### src/rtl/battle_turn_ctrl.sv
// rtl/battle_turn_ctrl.sv - battle turn sequencer feeding game_engin
module battle_turn_ctrl #(
    parameter int         TURN_TIMEOUT  = 100,
    parameter int         AI_DELAY      = 4,
    parameter int         ATTACK_CYCLES = 1,
    parameter logic [7:0] LFSR_SEED     = 8'hA5
) (
    input  logic       clk,
    input  logic       rst_n,
    input  logic       collision_detected,
    input  logic [1:0] btn_choice,
    input  logic       btn_confirm,
    input  logic [4:0] enemy_remained_sword,
    input  logic [4:0] enemy_remained_baseballbat,
    input  logic       player_win,
    input  logic       enemy_win,
    output logic       player_turn,
    output logic       attacker_turn,
    output logic [1:0] player_choice,
    output logic [1:0] enemy_choice,
    output logic       in_battle,
    output logic       turn_timeout
);

    localparam int MAX_AB  = (AI_DELAY > ATTACK_CYCLES) ? AI_DELAY : ATTACK_CYCLES;
    localparam int MAX_ALL = (TURN_TIMEOUT > MAX_AB) ? TURN_TIMEOUT : MAX_AB;
    localparam int TW      = $clog2(MAX_ALL + 1);

    localparam logic [TW-1:0] TO_LAST  = TW'(TURN_TIMEOUT - 1);
    localparam logic [TW-1:0] AI_LAST  = TW'(AI_DELAY - 1);
    localparam logic [TW-1:0] ATK_LAST = TW'(ATTACK_CYCLES - 1);

    typedef enum logic [2:0] {
        IDLE, P_SELECT, P_ATTACK, P_CHECK, E_SELECT, E_ATTACK, E_CHECK, DONE
    } state_t;

    state_t        state, state_nxt;
    logic [TW-1:0] timer, timer_nxt;
    logic [1:0]    pc_nxt, ec_nxt;
    logic [1:0]    enemy_pick;
    logic [7:0]    lfsr;
    logic          col_q, conf_q;
    logic          col_rise, conf_rise;

    assign col_rise  = collision_detected & ~col_q;
    assign conf_rise = btn_confirm & ~conf_q;
    assign in_battle = (state != IDLE);

    // Enemy never picks "none"; exhausted weapons fall back to the fist.
    always_comb begin
        enemy_pick = (lfsr[1:0] == 2'b00) ? 2'b01 : lfsr[1:0];
        if (enemy_pick == 2'b11 && enemy_remained_sword == 5'd0)
            enemy_pick = 2'b01;
        if (enemy_pick == 2'b10 && enemy_remained_baseballbat == 5'd0)
            enemy_pick = 2'b01;
    end

    always_comb begin
        state_nxt     = state;
        timer_nxt     = timer + 1'b1;
        pc_nxt        = player_choice;
        ec_nxt        = enemy_choice;
        player_turn   = 1'b0;
        attacker_turn = 1'b0;
        turn_timeout  = 1'b0;
        case (state)
            IDLE: begin
                if (col_rise) begin
                    state_nxt = P_SELECT;
                    pc_nxt    = 2'b00;
                    ec_nxt    = 2'b00;
                end
            end
            P_SELECT: begin
                player_turn = 1'b1;
                // A valid confirm beats a simultaneous timeout.
                if (conf_rise && btn_choice != 2'b00) begin
                    pc_nxt    = btn_choice;
                    state_nxt = P_ATTACK;
                end else if (timer == TO_LAST) begin
                    pc_nxt       = 2'b01;
                    turn_timeout = 1'b1;
                    state_nxt    = P_ATTACK;
                end
            end
            P_ATTACK: begin
                player_turn   = 1'b1;
                attacker_turn = 1'b1;
                if (timer == ATK_LAST)
                    state_nxt = P_CHECK;
            end
            P_CHECK: begin
                player_turn = 1'b1;
                state_nxt   = (player_win || enemy_win) ? DONE : E_SELECT;
            end
            E_SELECT: begin
                if (timer == AI_LAST) begin
                    ec_nxt    = enemy_pick;
                    state_nxt = E_ATTACK;
                end
            end
            E_ATTACK: begin
                attacker_turn = 1'b1;
                if (timer == ATK_LAST)
                    state_nxt = E_CHECK;
            end
            E_CHECK: begin
                state_nxt = (player_win || enemy_win) ? DONE : P_SELECT;
            end
            DONE: begin
                if (!collision_detected)
                    state_nxt = IDLE;
            end
            default: state_nxt = IDLE;
        endcase
        if (state_nxt != state || state == IDLE || state == DONE)
            timer_nxt = '0;
    end

    always_ff @(posedge clk or negedge rst_n) begin
        if (!rst_n) begin
            state         <= IDLE;
            timer         <= '0;
            player_choice <= 2'b00;
            enemy_choice  <= 2'b00;
            lfsr          <= LFSR_SEED;
            col_q         <= 1'b0;
            conf_q        <= 1'b0;
        end else begin
            state         <= state_nxt;
            timer         <= timer_nxt;
            player_choice <= pc_nxt;
            enemy_choice  <= ec_nxt;
            lfsr          <= {lfsr[6:0], lfsr[7] ^ lfsr[5] ^ lfsr[4] ^ lfsr[3]};
            col_q         <= collision_detected;
            conf_q        <= btn_confirm;
        end
    end

endmodule

### config.mk
export PLATFORM = sky130hd
export DESIGN_NAME = battle_turn_ctrl
export DESIGN_NICKNAME = d
export VERILOG_FILES = /design/src/rtl/battle_turn_ctrl.sv
export SDC_FILE = /design/constraint.sdc
export NUM_CORES = 1
export LEC_CHECK = 0
export CAP_MARGIN = 20
export CORE_MARGIN = 10
export CORE_UTILIZATION = 45
export CTS_CLUSTER_SIZE = 14
export DETAILED_ROUTE_END_ITERATION = 16
export GPL_TIMING_DRIVEN = 0
export PLACE_DENSITY = 0.74
export SLEW_MARGIN = 5
export SYNTH_ARGS = -nofsm -noshare
export SYNTH_HDL_FRONTEND = slang
export SYNTH_SLANG_ARGS = --single-unit
### constraint.sdc
create_clock -name clk -period 1.8 [get_ports clk]
set_input_delay 0.36 -clock clk [delete_from_list [all_inputs] [get_ports clk]]
set_output_delay 0.36 -clock clk [all_outputs]
set_load 0.01 [all_outputs]
==> results.txt, run 1 <==
The flow ran to the end, but the final reports show violations. The final reports fail on negative setup slack. Counting cells, the worst reg-to-reg path comes to 6.

Yosys printed 0 warnings. Final max-slew violation count: 0. The clock network burns 10.9% of the power.

Summed over all layers, the global routing overflow is 0. The die span in x was 72.99 um. The critical path is of the flop to primary output type.

The mean instance size in the synthesized netlist came out at 10.36 um^2. In the global route stage, overall resource usage came out at 11.31%. The final worst slack was -79.83 ps; the maximum vdd drop was 0.001411 V. Derived from the worst setup path, the maximum achievable clock frequency is 0.5320 GHz. The tree is rooted in a clkbuf_4. Summing all multi-input logic gate instances after layout gives 671.9 um^2. Counting flops with a built-in enable in the synthesized netlist gives 0. The tool flagged a number of max-cap violations equal to 0.

Combinational logic burns 60.3% of the power. The completed layout was analyzed and its total power is 2.543 mW. The tools report the critical path launch point type as a flop.

The count of routing violations after the opening detailed-route iteration is 92. Relative area change from synthesis to final layout: 44.36%. The number of search-and-repair iterations in the first detailed-routing pass was 4; the initial antenna violation count was 0. The number of endpoints failing setup at the final stage is 9, and the worst reg-to-reg setup slack is -70 ps. The sequential group share of total power came out at 28.8%. Average wire length per cell after detail routing: 16.39 um. The routability congestion estimate from global placement was 0.8994; the final net count was 190.

The worst register-to-register path begins at timer[2]$_DFF_PN0_. Setup repair after global routing could not meet its margin everywhere. The analysis attributes to cell leakage a power of 0.8150 nW. The first global-routing pass estimated 4885 um of wire. The top cell types in the final layout, fill and taps aside, are dfrtp_1, clkdlybuf4s50_1, nor2_1, buf_4, buf_6.

The CTS buffer count is 3. In this run the power density over the cells is 1394 nW/um^2. For the worst slew margin relative to its limit, the log shows 72.00%.

The depth of the CTS H-tree was 1; the count of antenna diodes in the layout was 0. Summing all flip-flop and latch instances after layout gives 606.8 um^2. Entering global routing, the biggest net connects 25 pins. The run gives 320 ps as the later-pin clock latency in the skew report. From bottom edge to top edge, the die measures 72.99 um.

Synthesis produced 122 cells. The core outline area is 2710 um^2. After legalization and detailed placement, the total HPWL measured 2071 um. Summed over all nets, the switching power comes to 0.9854 mW. The number of global-route vias before repair came out at 1,077.

The critical path capture point type is a primary output. The switching share of total power was 38.75%. The transition time at the pin with the least slew margin works out to 415.7 ps. In the synthesized netlist the dominant register cell turns out to be dfrtp_1.

For the post-synthesis cell type count, the log shows 41. Buffers placed on the I/O ports in this run total 25. The die covers 5328 um^2. The number of nets handed over by synthesis was 142.

In this run the worst setup path terminates at attacker_turn. For the worst setup path, the data arrival time is 1520 ps. The worst path uses 104.4% of the clock period. 26 I/O pins were placed. After detailed routing, the number of remaining DRC violations is 0. Between clock sinks in the finished design, the worst skew comes to 22.01 ps. The synthesized netlist occupies a cell area of 1264 um^2. The logs give -224.4 ps for the summed negative setup slack over all endpoints and 0 for the residual antenna-violating net count after detailed routing. The tightest min-delay check is of the input pin to async pin type.

For this block, the routed nets add up to 3277 um of wire. For the setup slack at placement, the log shows -360.2 ps. Tracing the worst setup path back leads to its startpoint at state[0]$_DFF_PN0_.

The synthesized design contains 24 register bits. The longest clock path from root to sink contains 2 buffers. In the routed layout, each cell is associated on average with a via count of 5.625.

The sequential fraction of the synthesis area was 47.92%. The routed layout has 1,125 vias. For this design, the sink count on the clock tree is 24.

After filler insertion, the fill cell instance count of the layout stands at 222. For the required time of the worst setup path, the log shows 1440 ps. The final number of hold-violating endpoints was 0. Total number of placement rows: 19.

Subtracting the final worst setup slack from the clock period gives 1880 ps. The leading cell type in the layout, fill and taps excluded was dfrtp_1. The clock slew seen by the registers of the worst setup and hold paths was 140 ps.

The largest fanout on the critical path came out at 10. In the final layout, the share of cells above drive strength 1 is 34.32%. The initial utilization of the core area, before any placement, comes to 46.63%. Internal cell power: 1.558 mW. Of all flip-flops after synthesis, the portion carrying an async set or reset was 100.0%. TritonCTS built the clock tree. The tools report the endpoint of the worst register-to-register path as player_choice[0]$_DFFE_PN0P_.
-- final cells by class --
cell class / count / area share, %
clock buffer: 4 / 1.989
sequential: 24 / 33.26
inverter: 7 / 1.440
timing repair buffer: 43 / 21.88
tap: 31 / 2.126
buffer: 4 / 2.469
multi-input combinational: 87 / 36.83
-- worst max-delay path, stage by stage, from the launching register on --
cell and delay, ps:
dfrtp_1 460, buf_6 160, or3_1 330, o21ai_1 90
buf_2 150
-- through the flow --
step	hold slack, ps	cell area (um^2)	cells	util (%)
after floorplan	64.41	1264	122	-
after global placement	337.9	1553	178	57.29
after detailed placement	350.7	1553	178	57.29
after CTS	375.5	1688	190	62.28
after global routing	199.9	1824	200	67.31
final	212.4	1824	200	67.31
-- cells in the mapped netlist, types with 2 or more instances --
cell type | number | area share, %
nor3_1 | 3 | 1.2
nand3_1 | 2 | 0.79
inv_1 | 7 | 2.1
dfrtp_1 | 20 | 40
xnor2_1 | 5 | 3.5
ha_1 | 2 | 2.0
a31oi_1 | 5 | 2.5
nor2b_1 | 3 | 1.5
o21ai_0 | 4 | 1.6
xor2_1 | 3 | 2.1
and3_1 | 2 | 0.99
nand2b_1 | 5 | 2.5
buf_6 | 2 | 1.8
dfstp_2 | 4 | 8.3
nand4_1 | 2 | 0.99
a21oi_1 | 4 | 1.6
mux2_2 | 2 | 1.8
or3_1 | 4 | 2.0
nor2_1 | 16 | 4.8
nand2_1 | 4 | 1.2
buf_4 | 2 | 1.2
and3_2 | 2 | 1.2
-- registers in the layout, indices dropped and copies added, names as in the netlist --
signal and flops:
player_choice 2, lfsr 8, conf_q 1, enemy_choice 2
timer 7, state 3, col_q 1
-- metal layers --
| metal | share of wire (%) | track usage (%) | vias up |
|---|---|---|---|
| li1 | - | - | 532 |
| met1 | 39 | 11.92 | 559 |
| met2 | 54 | 20.15 | 30 |
| met3 | 5.1 | 3.673 | 4 |
| met4 | 1.6 | 4.430 | 0 |
| met5 | 0 | 0 | - |
-- power groups by stage --
| stage | registers (mW) | clock network, mW | logic (mW) |
|---|---|---|---|
| 2_1_floorplan | 0.734 | 0 | 0.759 |
| 3_3_place_gp | 0.730 | 0 | 1.08 |
| 3_5_place_dp | 0.733 | 0 | 1.10 |
| 4_1_cts | 0.720 | 0.296 | 1.27 |
| 5_1_grt | 0.743 | 0.310 | 1.66 |
| 6_report | 0.732 | 0.278 | 1.53 |
-- repair_timing --
item | 4_1_cts | 5_1_grt
hold buffers | 0 | 0
setup buffers | 8 | 8
resized for setup | 24 | 21
pin swaps | 3 | 7
gates cloned | 0 | 1
endpoints found under the setup margin | 15 | 16
-- logic make-up (layout without fill, tap and decap cells) --
family	Yosys count	count (layout)	synth area share, %
flip-flops	24	24	47.92
buffers and inverters	11	58	5.049
AO/OA/AOI/OAI	26	26	15.65
XOR/XNOR	8	8	5.545
adder cells (fa/ha/maj)	2	2	1.980
multiplexers	4	4	3.762
AND/OR/NAND/NOR	47	47	20.10
-- worst min-delay path by stage --
stage | startpoint | slack [ps] | cells past startpoint | endpoint
after floorplan | rst_n | 60 | 0 | col_q$_DFF_PN0_
after global placement | lfsr[6]$_DFF_PN0_ | 340 | 0 | lfsr[7]$_DFF_PN1_
after detailed placement | lfsr[6]$_DFF_PN0_ | 350 | 0 | lfsr[7]$_DFF_PN1_
after CTS | lfsr[6]$_DFF_PN0_ | 380 | 0 | lfsr[7]$_DFF_PN1_
after global routing | rst_n | 200 | 1 | state[2]$_DFF_PN0_
final | rst_n | 210 | 1 | state[2]$_DFF_PN0_
Note: power is estimated with default switching activity, not from simulation.
==> inputs of run 2 (changes only) <==
- ABC_CLOCK_PERIOD_IN_PS: default -> 1820
- CORE_UTILIZATION: 45 -> 50
- PLACE_DENSITY: 0.74 -> 0.78
- clock period: 1.8 -> 1.82 ns (I/O delays scaled with it)
==> results.txt, run 2 (synthesis gave the netlist of run 1 again) <==
The depth of the CTS H-tree is 1 (unchanged), and the clock slew seen by the registers of the worst setup and hold paths is 130 ps (about the same). Final routed DRC violation total: 0 (unchanged). The chip height is 70.28 um (-3.7%), and the leakage power is 0.8417 nW (+3.3%). The post-detailed-route via-to-cell ratio came out at 5.806 (+3.2%). The count of placed standard cells in the final layout, fillers left out is 201 (+0.50%), and the final global-route overflow total is 0 (unchanged).

The run finished, with violations left. The maximum vdd drop was 0.001099 V (-22%). The logs give 2455 um^2 (-9.4%) for the core outline area and 69.03% (-3.0 points) for the worst slew margin relative to its limit. Most prevalent standard cell on the critical path: nor2_1. The largest register by flop count was lfsr. The run gives 3 (unchanged) as the CTS buffer count. The average wire length per cell after detail routing is 18.54 um (+13%), and the final number of hold-violating endpoints is 0 (unchanged).

The die span in x came out at 70.28 um (-3.7%). The relative area change from synthesis to final layout was 50.69%; the routability congestion estimate from global placement was 0.8202 (-8.8%). The run gives 13.74% (+2.4 points) as the overall routing resource usage. Largest fanout on the critical path: 7 (-3).

The arrival time at the worst endpoint is 2150 ps (+630 ps). After layout, the worst path uses 105.8% of the clock period. The total via count after detailed routing is 1,167 (+3.7%), and the count of antenna diodes in the layout is 0 (unchanged). The summed negative setup slack over all endpoints is -752.3 ps (-528.0 ps), and the transition time at the pin with the least slew margin is 462.9 ps (+47.22 ps). The cell chosen for the clock root was clkbuf_4. The signal on the critical path passes through nor2_1 > a31oi_2 > o21a_1 > o41ai_4 > buf_4 > nor2_1. Residual antenna-violating net count after detailed routing: 0 (unchanged). The tools report the final worst slack as -104.8 ps (-24.96 ps). The checks that failed: negative setup slack. For the total number of placement rows, the log shows 18 (-1). The critical path in this run is classified as flop to flop. The placed standard-cell area is 1551 um^2 (about the same), and the number of violations of the max-capacitance limit is 0 (unchanged).

Leaving out fill and tap cells, the most frequent cell in the layout is clkdlybuf4s50_1. The cell with the biggest individual delay on the critical path was dfrtp_1. Number of global-route vias before repair: 1,120 (+4.0%). TritonCTS built the clock tree. The tools report the total wire length as 3726 um (+14%). The number of endpoints failing setup at the final stage was 10 (+1); the stage delay of the slowest cell on the critical path was 450 ps (about the same). Timing would allow up to 0.5195 GHz. The count of routing violations after the opening detailed-route iteration was 110 (+20%); the I/O pin total was 26 (unchanged). The largest registers in the layout are lfsr: 8 flops, timer: 7 flops, state: 3 flops. The number of placed instances with taps included is 177 (-0.56%).

The run gives 51.48% (+4.8 points) as the starting density of the core. The total number of clock tree sinks is 24 (unchanged), and the global-route wire length before repair is 5554 um (+14%). The top cell types in the final layout, fill and taps aside, are clkdlybuf4s50_1, dfrtp_1, buf_4.

The initial antenna violation count came out at 0 (unchanged). Class of the tightest hold or removal check: input pin to async pin. For the worst slack on hold paths, the log shows 254.3 ps (+41.94 ps).

The total power of the final layout was 2.757 mW (+8.4%). The maximum number of pins on one net before global-route repair was 25 (unchanged); the count of input and output buffers was 25 (unchanged). The number of flip-flops in the largest register came out at 8 (unchanged). The logs give 2 (unchanged) for the worst-case clock buffer depth and 4 (unchanged) for the number of search-and-repair iterations in the first detailed-routing pass. The run gives 2050 ps (+610 ps) as the required time of the worst setup path. The power density normalized to cell area was 1448 nW/um^2 (+3.8%); the die area was 4939 um^2 (-7.3%).

The run gives 192 (+1.1%) as the final net count. The critical path launch point type was a flop. The layout cell share with drive strength beyond 1 is 39.18% (+4.9 points).

Setup repair after global routing could not meet its margin everywhere. The later-pin clock latency in the skew report was 330 ps (about the same); the final clock skew was 6.599 ps (-15.41 ps). The tools report the final max-slew violation count as 0 (unchanged). The detailed-placement wirelength estimate came out at 2172 um (+4.8%). The tools report the critical path capture point type as a flop. Post-route standard cell area excluding fillers: 1904 um^2 (+4.4%).

The time the final worst path needs with I/O delays and setup came out at 1925 ps.
## run 2: worst paths after layout
kind | from | to | slack, ps | cells after the start
max | timer[5]$_DFF_PN0_ | timer[3]$_DFF_PN0_ | -100 | 6
min | rst_n | conf_q$_DFF_PN0_ | 250 | 1
max reg2reg | timer[5]$_DFF_PN0_ | timer[3]$_DFF_PN0_ | -100 | 6
min reg2reg | lfsr[6]$_DFF_PN0_ | lfsr[7]$_DFF_PN1_ | 370 | 0
max in group asynchronous | rst_n | lfsr[7]$_DFF_PN1_ | 1060 | 2
min in group clk | lfsr[6]$_DFF_PN0_ | lfsr[7]$_DFF_PN1_ | 370 | 0
## run 2: cell type report
| cell class | instances | area [um^2] |
|---|---|---|
| multi-input cells | 87 | 715.7 |
| flip-flops and latches | 24 | 609.3 |
| fillers | 148 | 550.5 |
| repair buffers | 46 | 424.2 |
| well taps | 30 | 37.54 |
| plain buffers | 3 | 33.78 |
| inverters | 7 | 31.28 |
| clock inverters | 1 | 30.03 |
| clock buffers | 3 | 22.52 |
## run 2: per-layer routing
| metal | wire length [um] | vias to the layer above | global-route usage [%] | share of wire, % |
|---|---|---|---|---|
| li1 | - | 537 | - | - |
| met1 | 1464 | 573 | 15.73 | 39 |
| met2 | 1995 | 43 | 23.55 | 54 |
| met3 | 140 | 14 | 3.955 | 3.8 |
| met4 | 125 | 0 | 4.825 | 3.4 |
| met5 | 0 | - | 0 | 0 |
## run 2: timing repair
item,CTS,global route
gates resized for setup,23,33
pin swaps,4,12
setup endpoints to repair,15,15
hold buffers,0,0
cloned,0,0
buffers inserted,13,7
## run 2: worst max-delay path: cells and delay by family, from the launching register on
kind	cells	cell delay, ps
and+or+nand+nor	2	450
buffers and inverters	1	200
AOI/OAI and AO/OA	3	740
DFF	1	450
## run 2: through the flow
stage / util (%) / worst slack, ps
floorplan: - / 87.74
global placement: 63.20 / -353.3
detailed placement: 63.20 / -381.6
CTS: 70.03 / -79.55
global route: 77.57 / -165.4
finish: 77.57 / -104.8
## run 2: where the power goes
| part | switching, mW | internal, mW | leakage (nW) |
|---|---|---|---|
| clock | 0.164 | 0.223 | 0.0279 |
| combinational | 0.798 | 0.824 | 0.513 |
| sequential | 0.109 | 0.638 | 0.301 |
